--- src/rtl/clock_defs.sv ---
// Shared clock definitions: controller state encodings, field limits and time-word layout.
// Used by the setup controller and the running time counter.
package clock_defs;

    typedef enum logic [3:0] {
        ST_RUN      = 4'd0,
        ST_SET_HOUR = 4'd1,
        ST_SET_MIN  = 4'd2,
        ST_SET_SEC  = 4'd3,
        ST_TZ_SETUP = 4'd4
    } state_t;

    localparam int TIME_W   = 18;
    localparam int FIELD_W  = 6;
    localparam int TZ_W     = 5;
    localparam int HOUR_LSB = 12;
    localparam int MIN_LSB  = 6;
    localparam int SEC_LSB  = 0;

    localparam logic [FIELD_W-1:0]     HOUR_MAX = 6'd23;
    localparam logic [FIELD_W-1:0]     MIN_MAX  = 6'd59;
    localparam logic [FIELD_W-1:0]     SEC_MAX  = 6'd59;
    localparam logic signed [TZ_W-1:0] TZ_MIN   = -5'sd12;
    localparam logic signed [TZ_W-1:0] TZ_MAX   = 5'sd14;

    function automatic logic [FIELD_W-1:0] wrap_step(input logic [FIELD_W-1:0] v,
                                                     input logic [FIELD_W-1:0] max,
                                                     input logic up);
        if (up)
            return (v >= max) ? '0 : v + 6'd1;
        else
            return (v == '0) ? max : v - 6'd1;
    endfunction

    function automatic logic signed [TZ_W-1:0] tz_step(input logic signed [TZ_W-1:0] v,
                                                       input logic up);
        if (up)
            return (v >= TZ_MAX) ? TZ_MIN : v + 5'sd1;
        else
            return (v <= TZ_MIN) ? TZ_MAX : v - 5'sd1;
    endfunction

    // Out-of-range fields from the running counter are edited from zero.
    function automatic logic [FIELD_W-1:0] clamp_field(input logic [FIELD_W-1:0] v,
                                                       input logic [FIELD_W-1:0] max);
        return (v > max) ? '0 : v;
    endfunction

endpackage

--- src/rtl/btn_edge.sv ---
// Rising-edge detector for one debounced button; registered pulse, history resets high
// so a button held through reset must be released before it can act.
module btn_edge (
    input  logic CLK,
    input  logic RESETN,
    input  logic btn_i,
    output logic rise_o
);

    logic hist_q;
    logic rise_q;

    always_ff @(posedge CLK or negedge RESETN) begin
        if (!RESETN) begin
            hist_q <= 1'b1;
            rise_q <= 1'b0;
        end else begin
            hist_q <= btn_i;
            rise_q <= btn_i & ~hist_q;
        end
    end

    assign rise_o = rise_q;

endmodule

--- src/rtl/clock_setup_ctrl.sv ---
// Time/timezone setup controller: button-driven edit of hour, minute, second and timezone
// with commit strobe to the time counter and inactivity timeout.
//
// state       | meaning
// ------------+--------------------------------------------------
// ST_RUN      | clock running, only MODE (enter edit) is accepted
// ST_SET_HOUR | UP/DOWN edit hour field
// ST_SET_MIN  | UP/DOWN edit minute field
// ST_SET_SEC  | UP/DOWN edit second field
// ST_TZ_SETUP | UP/DOWN edit timezone offset
module clock_setup_ctrl
    import clock_defs::*;
#(
    parameter int TIMEOUT_S = 10
) (
    input  logic                CLK,
    input  logic                RESETN,
    input  logic                TICK,
    input  logic                BTN_MODE,
    input  logic                BTN_UP,
    input  logic                BTN_DOWN,
    input  logic                BTN_OK,
    input  logic [TIME_W-1:0]   CUR_TIME,
    output logic [3:0]          STATE,
    output logic                LOAD,
    output logic [TIME_W-1:0]   LOAD_TIME,
    output logic [TZ_W-1:0]     TZ_OFS
);

    logic mode_r, up_r, dn_r, ok_r;

    btn_edge u_edge_mode (.CLK(CLK), .RESETN(RESETN), .btn_i(BTN_MODE), .rise_o(mode_r));
    btn_edge u_edge_up   (.CLK(CLK), .RESETN(RESETN), .btn_i(BTN_UP),   .rise_o(up_r));
    btn_edge u_edge_down (.CLK(CLK), .RESETN(RESETN), .btn_i(BTN_DOWN), .rise_o(dn_r));
    btn_edge u_edge_ok   (.CLK(CLK), .RESETN(RESETN), .btn_i(BTN_OK),   .rise_o(ok_r));

    state_t                  state_q, state_d;
    logic [FIELD_W-1:0]      eh_q, eh_d, em_q, em_d, es_q, es_d;
    logic signed [TZ_W-1:0]  et_q, et_d, tz_q, tz_d;
    logic [5:0]              tmo_q, tmo_d;
    logic                    load_q, load_d;

    logic act_ok, act_mode, act_up, any_act;

    assign act_ok   = ok_r;
    assign act_mode = mode_r & ~ok_r;
    assign act_up   = up_r & ~ok_r & ~mode_r;
    assign any_act  = ok_r | mode_r | up_r | dn_r;

    always_comb begin
        state_d = state_q;
        eh_d    = eh_q;
        em_d    = em_q;
        es_d    = es_q;
        et_d    = et_q;
        tz_d    = tz_q;
        tmo_d   = tmo_q;
        load_d  = 1'b0;

        case (state_q)
            ST_RUN: begin
                tmo_d = '0;
                if (act_mode) begin
                    state_d = ST_SET_HOUR;
                    eh_d    = clamp_field(CUR_TIME[HOUR_LSB +: FIELD_W], HOUR_MAX);
                    em_d    = clamp_field(CUR_TIME[MIN_LSB  +: FIELD_W], MIN_MAX);
                    es_d    = clamp_field(CUR_TIME[SEC_LSB  +: FIELD_W], SEC_MAX);
                    et_d    = tz_q;
                end
            end
            ST_SET_HOUR, ST_SET_MIN, ST_SET_SEC, ST_TZ_SETUP: begin
                if (any_act) begin
                    // An accepted action restarts the timeout even if TICK coincides.
                    tmo_d = '0;
                    if (act_ok) begin
                        load_d  = 1'b1;
                        tz_d    = et_q;
                        state_d = ST_RUN;
                    end else if (act_mode) begin
                        case (state_q)
                            ST_SET_HOUR: state_d = ST_SET_MIN;
                            ST_SET_MIN:  state_d = ST_SET_SEC;
                            ST_SET_SEC:  state_d = ST_TZ_SETUP;
                            default:     state_d = ST_SET_HOUR;
                        endcase
                    end else begin
                        case (state_q)
                            ST_SET_HOUR: eh_d = wrap_step(eh_q, HOUR_MAX, act_up);
                            ST_SET_MIN:  em_d = wrap_step(em_q, MIN_MAX, act_up);
                            ST_SET_SEC:  es_d = wrap_step(es_q, SEC_MAX, act_up);
                            default:     et_d = tz_step(et_q, act_up);
                        endcase
                    end
                end else if (TICK) begin
                    if (({1'b0, tmo_q} + 7'd1) >= 7'(TIMEOUT_S)) begin
                        state_d = ST_RUN;
                        tmo_d   = '0;
                    end else begin
                        tmo_d = tmo_q + 6'd1;
                    end
                end
            end
            default: begin
                state_d = ST_RUN;
                tmo_d   = '0;
            end
        endcase
    end

    always_ff @(posedge CLK or negedge RESETN) begin
        if (!RESETN) begin
            state_q <= ST_RUN;
            eh_q    <= '0;
            em_q    <= '0;
            es_q    <= '0;
            et_q    <= '0;
            tz_q    <= '0;
            tmo_q   <= '0;
            load_q  <= 1'b0;
        end else begin
            state_q <= state_d;
            eh_q    <= eh_d;
            em_q    <= em_d;
            es_q    <= es_d;
            et_q    <= et_d;
            tz_q    <= tz_d;
            tmo_q   <= tmo_d;
            load_q  <= load_d;
        end
    end

    assign STATE     = state_q;
    assign LOAD      = load_q;
    assign LOAD_TIME = {eh_q, em_q, es_q};
    assign TZ_OFS    = tz_q;

endmodule

--- config.mk ---
export PLATFORM = sky130hd
export DESIGN_NAME = clock_setup_ctrl
export DESIGN_NICKNAME = d
export VERILOG_FILES = /design/src/rtl/clock_defs.sv /design/src/rtl/btn_edge.sv /design/src/rtl/clock_setup_ctrl.sv
export SDC_FILE = /design/constraint.sdc
export NUM_CORES = 1
export LEC_CHECK = 0
export CORE_UTILIZATION = 25
export CTS_CLUSTER_SIZE = 30
export DETAILED_ROUTE_END_ITERATION = 8
export PLACE_DENSITY = 0.54
export SYNTH_ARGS = -nofsm -noshare
export SYNTH_HDL_FRONTEND = slang
export SYNTH_SLANG_ARGS = --single-unit
--- constraint.sdc ---
create_clock -name CLK -period 1.9 [get_ports CLK]
set_input_delay 0.19 -clock CLK [delete_from_list [all_inputs] [get_ports CLK]]
set_output_delay 0.19 -clock CLK [all_outputs]
set_load 0.005 [all_outputs]
==> results by group, run 1 <==
Worst setup path
  • Worst r2r path cells: 5
  • Slowest cell on the critical path: or3b_4
  • WP data arrival: between 2 and 2.5 ns
  • Critical path type: flip-flop to flip-flop
  • Crit path capture type: flip-flop
  • Critical Path RT: 2.07 ns
  • Cell Chain, Critical Path: or3b_4, and4_4, a211oi_2, a21boi_2, mux2_2
  • Crit path from: u_edge_up.rise_o$_DFF_PN0_
  • Family with the most delay on the worst path: simple AND/OR/NAND/NOR gates
  • Number of cells on the critical path: 5
  • Worst path max stage delay: 0.40 ns
  • CP Max Fanout: 3
  • Buffers & Inverters on Critical Path: 0
  • Reg2Reg Setup Slack: 0.05 ns
  • Reg-to-reg startpoint: u_edge_up.rise_o$_DFF_PN0_
  • CP Launch Type: flip-flop
  • R2R Path End: STATE[0]$_DFFE_PN0P_

Timing
  • Fin crit share: 97.4%
  • Final setup fails: 0
  • Max Clock Freq: 540 MHz
  • Clock skew: 0.00631 ns
  • Max-slew violation count: 0
  • Final Hold Vio Count: 0
  • Setup tns final: 0 ns
  • Period minus WS final: 1.85 ns

Clock network
  • CTS tree: done
  • Cts bufs inserted: 5
  • Worst-path clk slew: 0.06 ns
  • Worst skew pair latency: 0.29 ns
  • Clock Path Buffers: 2
  • Clock root buffer master: clkbuf_16
  • CTS Sinks: between 40 and 50
  • H-tree Lvls: 2

Synthesis
  • Top_reg_cell synth: dfrtp_1
  • Yosys cell types: between 70 and 80
  • Synth top area cells: dfrtp_1 31%, ha_1 5.1%, a21oi_1 4.1%, o21ai_0 4.0%, nor2_1 3.9%
  • Sequential area share after synthesis: 33.9%
  • Synth Warn #: 0
  • Fraction of the mapped netlist area in adder cells: ~6.3%
  • Compound-cell area share of the yosys netlist: 26.7%
  • Syn Std Cell Area: 0.00341 mm2
  • Mux contribution to synthesized area: 2.90%
  • Post-synth EDFFs: 0
  • Combinational family with the most area after synthesis: compound AO/OA/AOI/OAI gates
  • Largest area contributor in the netlist: dfrtp_1
  • Top-area cell type share of the netlist area: slightly above 30%
  • Cell count after synthesis: 405
  • Yosys reg bits: 46
  • Mean Syn Cell Area: 8.42 um2
  • Ys async rst share: 100%
  • Syn nets: around 440
  • Post-synthesis simple-gate area fraction: 22.9%
  • Post-Synth XOR/XNOR Area: between 1 and 1.5%

Detailed routing
  • Total routed wirelength: 9.86 mm
  • Routed len/inst: approximately 15 um
  • Pre-antenna DRT Iters: 4
  • # DRC: 0
  • Post-route ant nets: 0
  • DR iter-0 viols: 165
  • Via count: 3406
  • Routed vias/inst: 5.08

Hold path
  • Worst Hold Class: input port to flip-flop
  • Hold wc startpoint: BTN_UP
  • Hold Crit Endpoint: u_edge_up.hist_q$_DFF_PN1_
  • Hold depth: 1

Finish
  • Final #Nets: between 500 and 600
  • Non-Filler Instances: 671
  • Share of layout cells above drive strength 1: a little over a fifth
  • Area growth, synth to finish: 36.5%

Global route
  • Busiest grt layer: met2
  • First-pass GRT wire length: 16.3 mm
  • Total congestion overflow: 0
  • Met1 Usage GRT: 18.0%
  • Antenna violations before repair: 1
  • Met2 capacity usage during global routing: 23.8%
  • Total GRT Usage: 14.3%
  • Number of global-route vias before repair: 3354
  • Largest net degree at the start of global routing: 47
  • M3 GR Usage: 2.35%

Job
  • Max_cap viols: 0

Floorplan
  • Die Wd: 119 um
  • Initial core utilization: 25.7%
  • Vert. Die Dim: approximately 120 um
  • IO Pins: 53
  • # rows: between 40 and 50
  • Core box area: approximately 0.013 mm2
  • Die ar.: 0.0141 mm2

Placed design
  • IO Port Bufs: 51
  • Cells after DPL: between 600 and 700
  • HPWL after DPL: between 7 and 8 mm
  • RD Place Congestion: 0.864

Run status
  • Outcome: finished, final reports clean

Power
  • Total power: 6550 uW
  • Leak Pwr: 0.00193 uW
  • Power density over the cells: 1410 mW/mm2
  • Max VDD drop: 0.446 mV
per-stage QoR:
| step | cell area [um2] | setup slack (ns) | util, % | hold WS, ns |
|---|---|---|---|---|
| final | 4660 | 0.0486 | 35.0 | 0.330 |
| after floorplan | 3420 | 0.0511 | - | -0.106 |
| after detailed placement | 4430 | -0.262 | 33.3 | 0.204 |
| after global routing | 4650 | -0.00377 | 35.0 | 0.330 |
| after CTS | 4590 | 0.0101 | 34.5 | 0.331 |
| after global placement | 4430 | -0.246 | 33.3 | 0.199 |
kinds of logic (layout without fill, tap and decap cells):
group	after synthesis	count (layout)
fa+ha+maj	18	18
xor+xnor	4	4
mux	9	9
flops	46	46
simple gates	149	149
other cells	1	2
buf+inv	48	137
compound gates	130	130
cell type report:
type / instances / area (um2)
inverters: 19 / 71.3
well taps: 176 / 220
repair buffers: 110 / 963
fillers: 1351 / 8640
multi-input cells: 311 / 2090
clock inverters: 1 / 5.00
diodes: 1 / 2.50
clock buffers: 7 / 143
flip-flops and latches: 46 / 1160
cells in the final DEF (no fill, tap or decap), types with 4 or more instances in the layout:
cell type,synthesis,layout
clkdlybuf4s50_1,0,50
dfstp_2,4,4
clkbuf_16,0,5
nand2b_1,6,6
nand3_1,18,18
nand2_1,32,32
nor2_1,35,35
maj3_1,4,4
dfrtp_1,42,40
o21ai_0,27,27
mux2_2,7,7
a31oi_1,10,10
or3_1,6,6
ha_1,14,12
nor2b_1,10,10
inv_1,19,19
nor3_1,11,11
a21oi_1,28,28
a22oi_1,4,4
buf_4,2,57
nand4_1,5,5
repair_timing:
| item | in CTS | in global routing |
|---|---|---|
| setup buffers | 0 | 3 |
| gates cloned | 0 | 0 |
| hold buffers | 1 | 0 |
| pin swaps | 0 | 1 |
| hold endpoints to repair | 42 | 0 |
| endpoints found under the setup margin | 2 | 18 |
| resized for setup | 2 | 10 |
routing by layer:
layer | routed length [um] | vias up | share of wire, %
li1 | - | 1662 | -
met1 | 4570 | 1629 | 46
met2 | 4630 | 92 | 47
met3 | 386 | 23 | 3.9
met4 | 272 | 0 | 2.8
met5 | 0 | - | 0
report_power, final:
group	leakage [uW]	switching, uW	internal [uW]
logic	0.00128	1900	2040
clock network	0.0000739	373	522
registers	0.000576	428	1280
total	0.00193	2700	3840
synthesized netlist by cell type, types with 5 or more instances:
cell      instances
or3_1             6
a21oi_1          28
mux2_2            7
buf_2            13
a31oi_1          10
nand2b_1          6
dfrtp_1          42
nand4_1           5
ha_1             14
nor2b_1          10
nor2_1           35
inv_1            19
o21ai_0          27
nand3_1          18
clkbuf_1         13
nand2_1          32
nor3_1           11
registers in the layout, summed over array words and instances, names as in the netlist, 3 cells and up:
register / cells
STATE: 3
TZ_OFS: 5
eh_q: 6
em_q: 6
es_q: 6
et_q: 5
tmo_q: 6
how the worst max path moves through the flow:
stage | endpoint | slack, ns
detailed placement | STATE[0]$_DFFE_PN0P_ | -0.26
CTS | STATE[0]$_DFFE_PN0P_ | 0.01
floorplan | STATE[0]$_DFFE_PN0P_ | 0.05
global route | eh_q[3]$_DFFE_PN0P_ | -0.004
finish | STATE[0]$_DFFE_PN0P_ | 0.05
global placement | STATE[0]$_DFFE_PN0P_ | -0.25
(Power assumes the default switching activity.)
==> run 2, diff against run 1 <==
- CORE_UTILIZATION: 25 -> 45
- PLACE_DENSITY: 0.54 -> 0.8
==> run 2 against run 1 <==
Against the previous run:
- utilization increased by 28 points
- combinational power decreased by 2%
- final cell count decreased by 13%
- count of clock-buffer cells in the layout decreased by 2
- critical endpoint is now STATE[2]$_DFFE_PN0P_
- first-iteration DRC count increased by 63%
- critical path type unchanged
==> results by group, run 2 (synthesis results as in run 1) <==
Timing
  • Final setup fails: 0 (unchanged)
  • Fin crit share: 100% (+2.5 points)
  • Clock skew: 0.0175 ns (+0.0112 ns)
  • Max-slew violation count: 0 (unchanged)
  • Max Clock Freq: 526 MHz (-2.5%)
  • RSZ-0062 raised after global routing: yes
  • Final Hold Vio Count: 0 (unchanged)
  • Period minus WS final: 1.90 ns (+0.0483 ns)
  • Setup tns final: 0 ns (unchanged)
  • Slew headroom: 59.8%
  • Worst-Margin Slew: between 0.6 and 0.7 ns

Clock network
  • Worst-path clk slew: 0.11 ns (+0.05 ns)
  • CTS Sinks: 46 (unchanged)
  • Clock Path Buffers: 2 (unchanged)
  • Worst skew pair latency: 0.32 ns (+0.03 ns)
  • Cts bufs inserted: 5 (unchanged)
  • CTS tree: done
  • Clock root buffer master: clkbuf_8
  • H-tree Lvls: 2 (unchanged)

Global route
  • Antenna violations before repair: 0 (-1)
  • Total congestion overflow: 0 (unchanged)
  • Total GRT Usage: 23.3% (+9.0 points)
  • Number of global-route vias before repair: 3150 (-6.1%)
  • Largest net degree at the start of global routing: 47 (unchanged)
  • First-pass GRT wire length: 14.4 mm (-11%)

Detailed routing
  • Post-route ant nets: 0 (unchanged)
  • Routed vias/inst: 5.97 (+18%)
  • Total routed wirelength: 9.32 mm (-5.4%)
  • Via count: 3491 (+2.5%)
  • Routed len/inst: 15.9 um (+8.5%)
  • # DRC: 0 (unchanged)
  • Pre-antenna DRT Iters: 5 (+1)
  • DR iter-0 viols: 269 (+63%)

Placed design
  • RD Place Congestion: 0.902 (+4.4%)
  • IO Port Bufs: 51 (unchanged)
  • HPWL after DPL: 6.46 mm (-11%)
  • Cells after DPL: 566 (-14%)

Floorplan
  • Vert. Die Dim: 89.1 um (-25%)
  • # rows: 31 (-26%)
  • Initial core utilization: 46.8% (+21 points)
  • IO Pins: 53 (unchanged)
  • Die Wd: 89.1 um (-25%)
  • Core box area: 0.00729 mm2 (-45%)
  • Die ar.: 0.00793 mm2 (-44%)

Job
  • Max_cap viols: 0 (unchanged)

Finish
  • Area growth, synth to finish: 33.9%
  • Commonest non-fill, non-tap cell in the layout: clkdlybuf4s50_1
  • Final #Nets: 524 (-1.5%)
  • Share of layout cells above drive strength 1: 21.4% (+0.14 points)
  • Non-Filler Instances: 585 (-13%)
  • Inserted Diodes: 0 (-1)
  • Layout fillers: 621 (-54%)
  • Commonest non-fill, non-tap cells in the layout: 50 x clkdlybuf4s50_1, 43 x buf_4, 38 x dfrtp_1

Worst setup path
  • Critical Path RT: 2.10 ns (+0.03 ns)
  • Worst path max stage delay: 0.43 ns (+0.03 ns)
  • CP Max Fanout: 4 (+1)
  • Crit path capture type: flip-flop
  • Critical path type: flip-flop to flip-flop
  • CP Launch Type: flip-flop
  • Cell Chain, Critical Path: or3b_4, and4_4, a211oi_2, a21boi_4, mux2_4
  • Slowest cell on the critical path: dfrtp_1
  • Reg2Reg Setup Slack: 0.0003 ns (-0.05 ns)
  • WP data arrival: 2.09 ns (+0.07 ns)

Power
  • Max VDD drop: 0.681 mV (+53%)
  • Power density over the cells: 1380 mW/mm2 (-1.8%)
  • Leak Pwr: 0.00190 uW (-1.6%)

Run status
  • Outcome: finished, final reports clean

Hold path
  • Worst Hold Class: input port to flip-flop
run 2: cell types whose count changed in the layout (fill, tap and decap cells not counted), sizes merged:
cell / change
buf: -9
inv: +3
clkdlybuf4s15: +1
clkbuf: -2
diode: -1
clkinv: -1
run 2: path summary, 6_finish.rpt:
kind                                                   start                            to  cells after the start
worst max-delay path            u_edge_down.rise_o$_DFF_PN0_          STATE[2]$_DFFE_PN0P_                      5
worst min-delay path                                  BTN_OK    u_edge_ok.hist_q$_DFF_PN1_                      1
worst max register to register  u_edge_down.rise_o$_DFF_PN0_          STATE[2]$_DFFE_PN0P_                      5
worst min register to register    u_edge_up.hist_q$_DFF_PN1_    u_edge_up.rise_o$_DFF_PN0_                      1
max in group asynchronous                             RESETN  u_edge_mode.rise_o$_DFF_PN0_                      3
min in group asynchronous                             RESETN  u_edge_down.rise_o$_DFF_PN0_                      3
run 2: final cells by class:
| cell class | count | area, um2 | share of cell area [%] |
|---|---|---|---|
| multi-input cells | 311 | 2170 | 47.6 |
| clock inverters | 3 | 26.3 | 0.575 |
| flip-flops and latches | 46 | 1160 | 25.4 |
| inverters | 19 | 71.3 | 1.56 |
| well taps | 99 | 124 | 2.71 |
| clock buffers | 5 | 68.8 | 1.51 |
| repair buffers | 102 | 943 | 20.6 |
run 2: repair_timing:
| action | CTS | global route |
|---|---|---|
| endpoints found under the setup margin | 4 | 17 |
| endpoints found under the hold margin | 12 | 0 |
| resized for setup | 3 | 28 |
| buffers inserted | 3 | 6 |
| pin swaps | 2 | 6 |
| cloned | 0 | 1 |
| hold buffers | 1 | 0 |
run 2: power by group:
group	total, uW	internal (uW)	switching [uW]
Combinational	3870	2020	1840
Sequential	1780	1280	501
Clock	665	274	391
Total	6310	3580	2740
run 2: through the flow:
step                      total power [uW]  worst slack, ns  hold slack (ns)  cell area, um2  util (%)
after floorplan                       3940           0.0511           -0.106            3420         -
after global placement                5250           -0.238            0.323            4230      58.0
after detailed placement              5360           -0.305            0.336            4230      58.0
after CTS                             6080         -0.00875            0.289            4380      60.0
after global routing                  6790          -0.0590            0.292            4570      62.7
final                                 6310         0.000328            0.298            4570      62.7
run 2: critical path, delay by kind of cell (launching register included):
kind,cells,cell delay (ns)
flops,1,0.43
simple gates,2,0.59
compound gates,2,0.44
mux,1,0.31
run 2: metal layers:
metal / track usage (%) / part of all wire, % / vias to the layer above
met5: 0 / 0 / -
met4: 9.24 / 1.1 / 0
met3: 3.60 / 5.8 / 11
met2: 40.2 / 50 / 128
met1: 29.2 / 43 / 1706
li1: - / - / 1646
==> run 3, diff against run 2 <==
- DONT_BUFFER_PORTS: unset -> 1
- PLACE_DENSITY: 0.8 -> 0.71
==> run 3 against run 2 <==
Against the previous run:
- global-route usage decreased by 1.1 points
- register-to-register slack worse by 0.02 ns
- utilization is 7.0 points lower
- the flow now finishes with violations (negative setup slack)
==> results by group, run 3 (synthesis results as in run 1) <==
Detailed routing
  • Routed len/inst: 16.2 um (+1.8%)
  • DR iter-0 viols: 202 (-25%)
  • Via count: 3214 (-7.9%)
  • Post-route ant nets: 0 (unchanged)
  • # DRC: 0 (unchanged)
  • Total routed wirelength: 8.76 mm (-6.0%)
  • Pre-antenna DRT Iters: 4 (-1)
  • Routed vias/inst: 5.95 (-0.26%)

Clock network
  • Clock Path Buffers: 2 (unchanged)
  • H-tree Lvls: 2 (unchanged)
  • Clock root buffer master: clkbuf_8
  • Cts bufs inserted: 5 (unchanged)
  • Worst-path clk slew: 0.10 ns (about the same)
  • CTS Sinks: 46 (unchanged)
  • CTS tree: done
  • Worst skew pair latency: 0.31 ns (about the same)

Worst setup path
  • Reg-to-reg startpoint: u_edge_up.rise_o$_DFF_PN0_
  • Worst path max stage delay: 0.41 ns (-0.02 ns)
  • Cell Chain, Critical Path: or3b_4, and4_4, a211oi_4, a21boi_2, mux2_2
  • Critical path type: flip-flop to flip-flop
  • Crit path capture type: flip-flop
  • Crit path from: u_edge_up.rise_o$_DFF_PN0_
  • Slowest cell on the critical path: dfrtp_1
  • Critical Path RT: 2.10 ns (about the same)
  • WP data arrival: 2.11 ns (+0.02 ns)
  • Worst r2r path cells: 5 (unchanged)
  • CP Launch Type: flip-flop
  • CP Max Fanout: 3 (-1)

Floorplan
  • IO Pins: 53 (unchanged)
  • # rows: 31 (unchanged)
  • Die Wd: 89.1 um (unchanged)
  • Initial core utilization: 46.8% (unchanged)
  • Die ar.: 0.00793 mm2 (unchanged)
  • Vert. Die Dim: 89.1 um (unchanged)
  • Core box area: 0.00729 mm2 (unchanged)

Power
  • Total power: 5730 uW (-9.3%)
  • Power density over the cells: 1410 mW/mm2 (+2.2%)
  • Max VDD drop: 0.694 mV (+1.9%)
  • Leak Pwr: 0.00170 uW (-10%)

Run status
  • Outcome: finished, violations left
  • Failing checks: negative setup slack

Global route
  • Antenna violations before repair: 0 (unchanged)
  • Total GRT Usage: 22.2% (-1.1 points)
  • Largest net degree at the start of global routing: 47 (unchanged)
  • Number of global-route vias before repair: 2981 (-5.4%)
  • First-pass GRT wire length: 13.5 mm (-6.2%)
  • Total congestion overflow: 0 (unchanged)

Timing
  • Slew headroom: 65.4% (+5.7 points)
  • Final setup margin: -0.0174 ns (-0.0177 ns)
  • Final Hold Vio Count: 0 (unchanged)
  • Period minus WS final: 1.92 ns (+0.0177 ns)
  • Fin crit share: 101% (+0.93 points)
  • Max-slew violation count: 0 (unchanged)
  • Worst-Margin Slew: 0.517 ns (-0.0860 ns)
  • Final setup fails: 2 (+2)
  • Max Clock Freq: 522 MHz (-0.92%)
  • Clock skew: 0.00933 ns (-0.00818 ns)

Finish
  • Area growth, synth to finish: 18.9%
  • Non-Filler Instances: 540 (-7.7%)
  • Inserted Diodes: 0 (unchanged)
  • Share of layout cells above drive strength 1: 22.0% (+0.60 points)
  • Final #Nets: 479 (-8.6%)
  • Commonest non-fill, non-tap cell in the layout: buf_4
  • Commonest non-fill, non-tap cells in the layout: 43 x buf_4, 40 x dfrtp_1, 35 x nor2_1

Placed design
  • IO Port Bufs: 0 (-100%)
  • Place WS: -0.0317 ns (+0.273 ns)
  • RD Place Congestion: 0.951 (+5.5%)
  • HPWL after DPL: 6.17 mm (-4.4%)
  • Cells after DPL: 515 (-9.0%)

Hold path
  • Hold wc startpoint: CUR_TIME[16]
  • Hold depth: 1 (unchanged)
  • Worst Hold Class: input port to flip-flop

Job
  • Max_cap viols: 0 (unchanged)
run 3: routing by layer:
metal  part of all wire (%)  track usage (%)
met5                      0                0
met4                    1.9             7.36
met3                    5.6             5.08
met2                     49             37.6
met1                     43             28.0
run 3: timing repair:
item	in CTS	in global routing
hold buffers	8	1
endpoints found under the setup margin	8	17
endpoints found under the hold margin	52	1
resized for setup	2	16
setup buffers	1	7
pin swaps	2	2
run 3: cell type report:
cell class                 instances  area [um2]
timing repair buffer              57         489
sequential                        46        1160
fill                             700        3240
tap                               99         124
clock buffer                       5        68.8
multi-input combinational        311        2120
clock inverter                     3        23.8
inverter                          19        71.3
run 3: worst paths after layout:
check                      slack [ns]                            to
max                             -0.02          STATE[0]$_DFFE_PN0P_
min                              0.02           eh_q[4]$_DFFE_PN0P_
max reg2reg                     -0.02          STATE[0]$_DFFE_PN0P_
min reg2reg                      0.49  u_edge_down.rise_o$_DFF_PN0_
max in group asynchronous        1.23    u_edge_up.hist_q$_DFF_PN1_
min in group asynchronous        0.38           eh_q[0]$_DFFE_PN0P_
run 3: through the flow:
| step | hold slack (ns) | util, % | instance area (um2) | setup TNS, ns |
|---|---|---|---|---|
| CTS | 0.00123 | 53.8 | 3920 | 0 |
| global route | 0.00333 | 55.6 | 4060 | -0.0879 |
| floorplan | -0.106 | - | 3420 | 0 |
| finish | 0.0192 | 55.6 | 4060 | -0.0252 |
| detailed placement | -0.104 | 51.0 | 3720 | -0.103 |
| global placement | -0.104 | 51.0 | 3720 | 0 |
run 3: worst max-delay path, delay by kind of cell (launching register included):
family,cells,cell delay [ns]
flops,1,0.41
mux,1,0.35
compound gates,2,0.44
simple gates,2,0.62
run 3: power breakdown:
group	leakage, uW	internal (uW)	total (uW)	switching [uW]
sequential	0.000576	1280	1750	472
combinational	0.00109	1570	3350	1770
clock	0.0000408	263	626	363
total	0.00170	3120	5730	2610
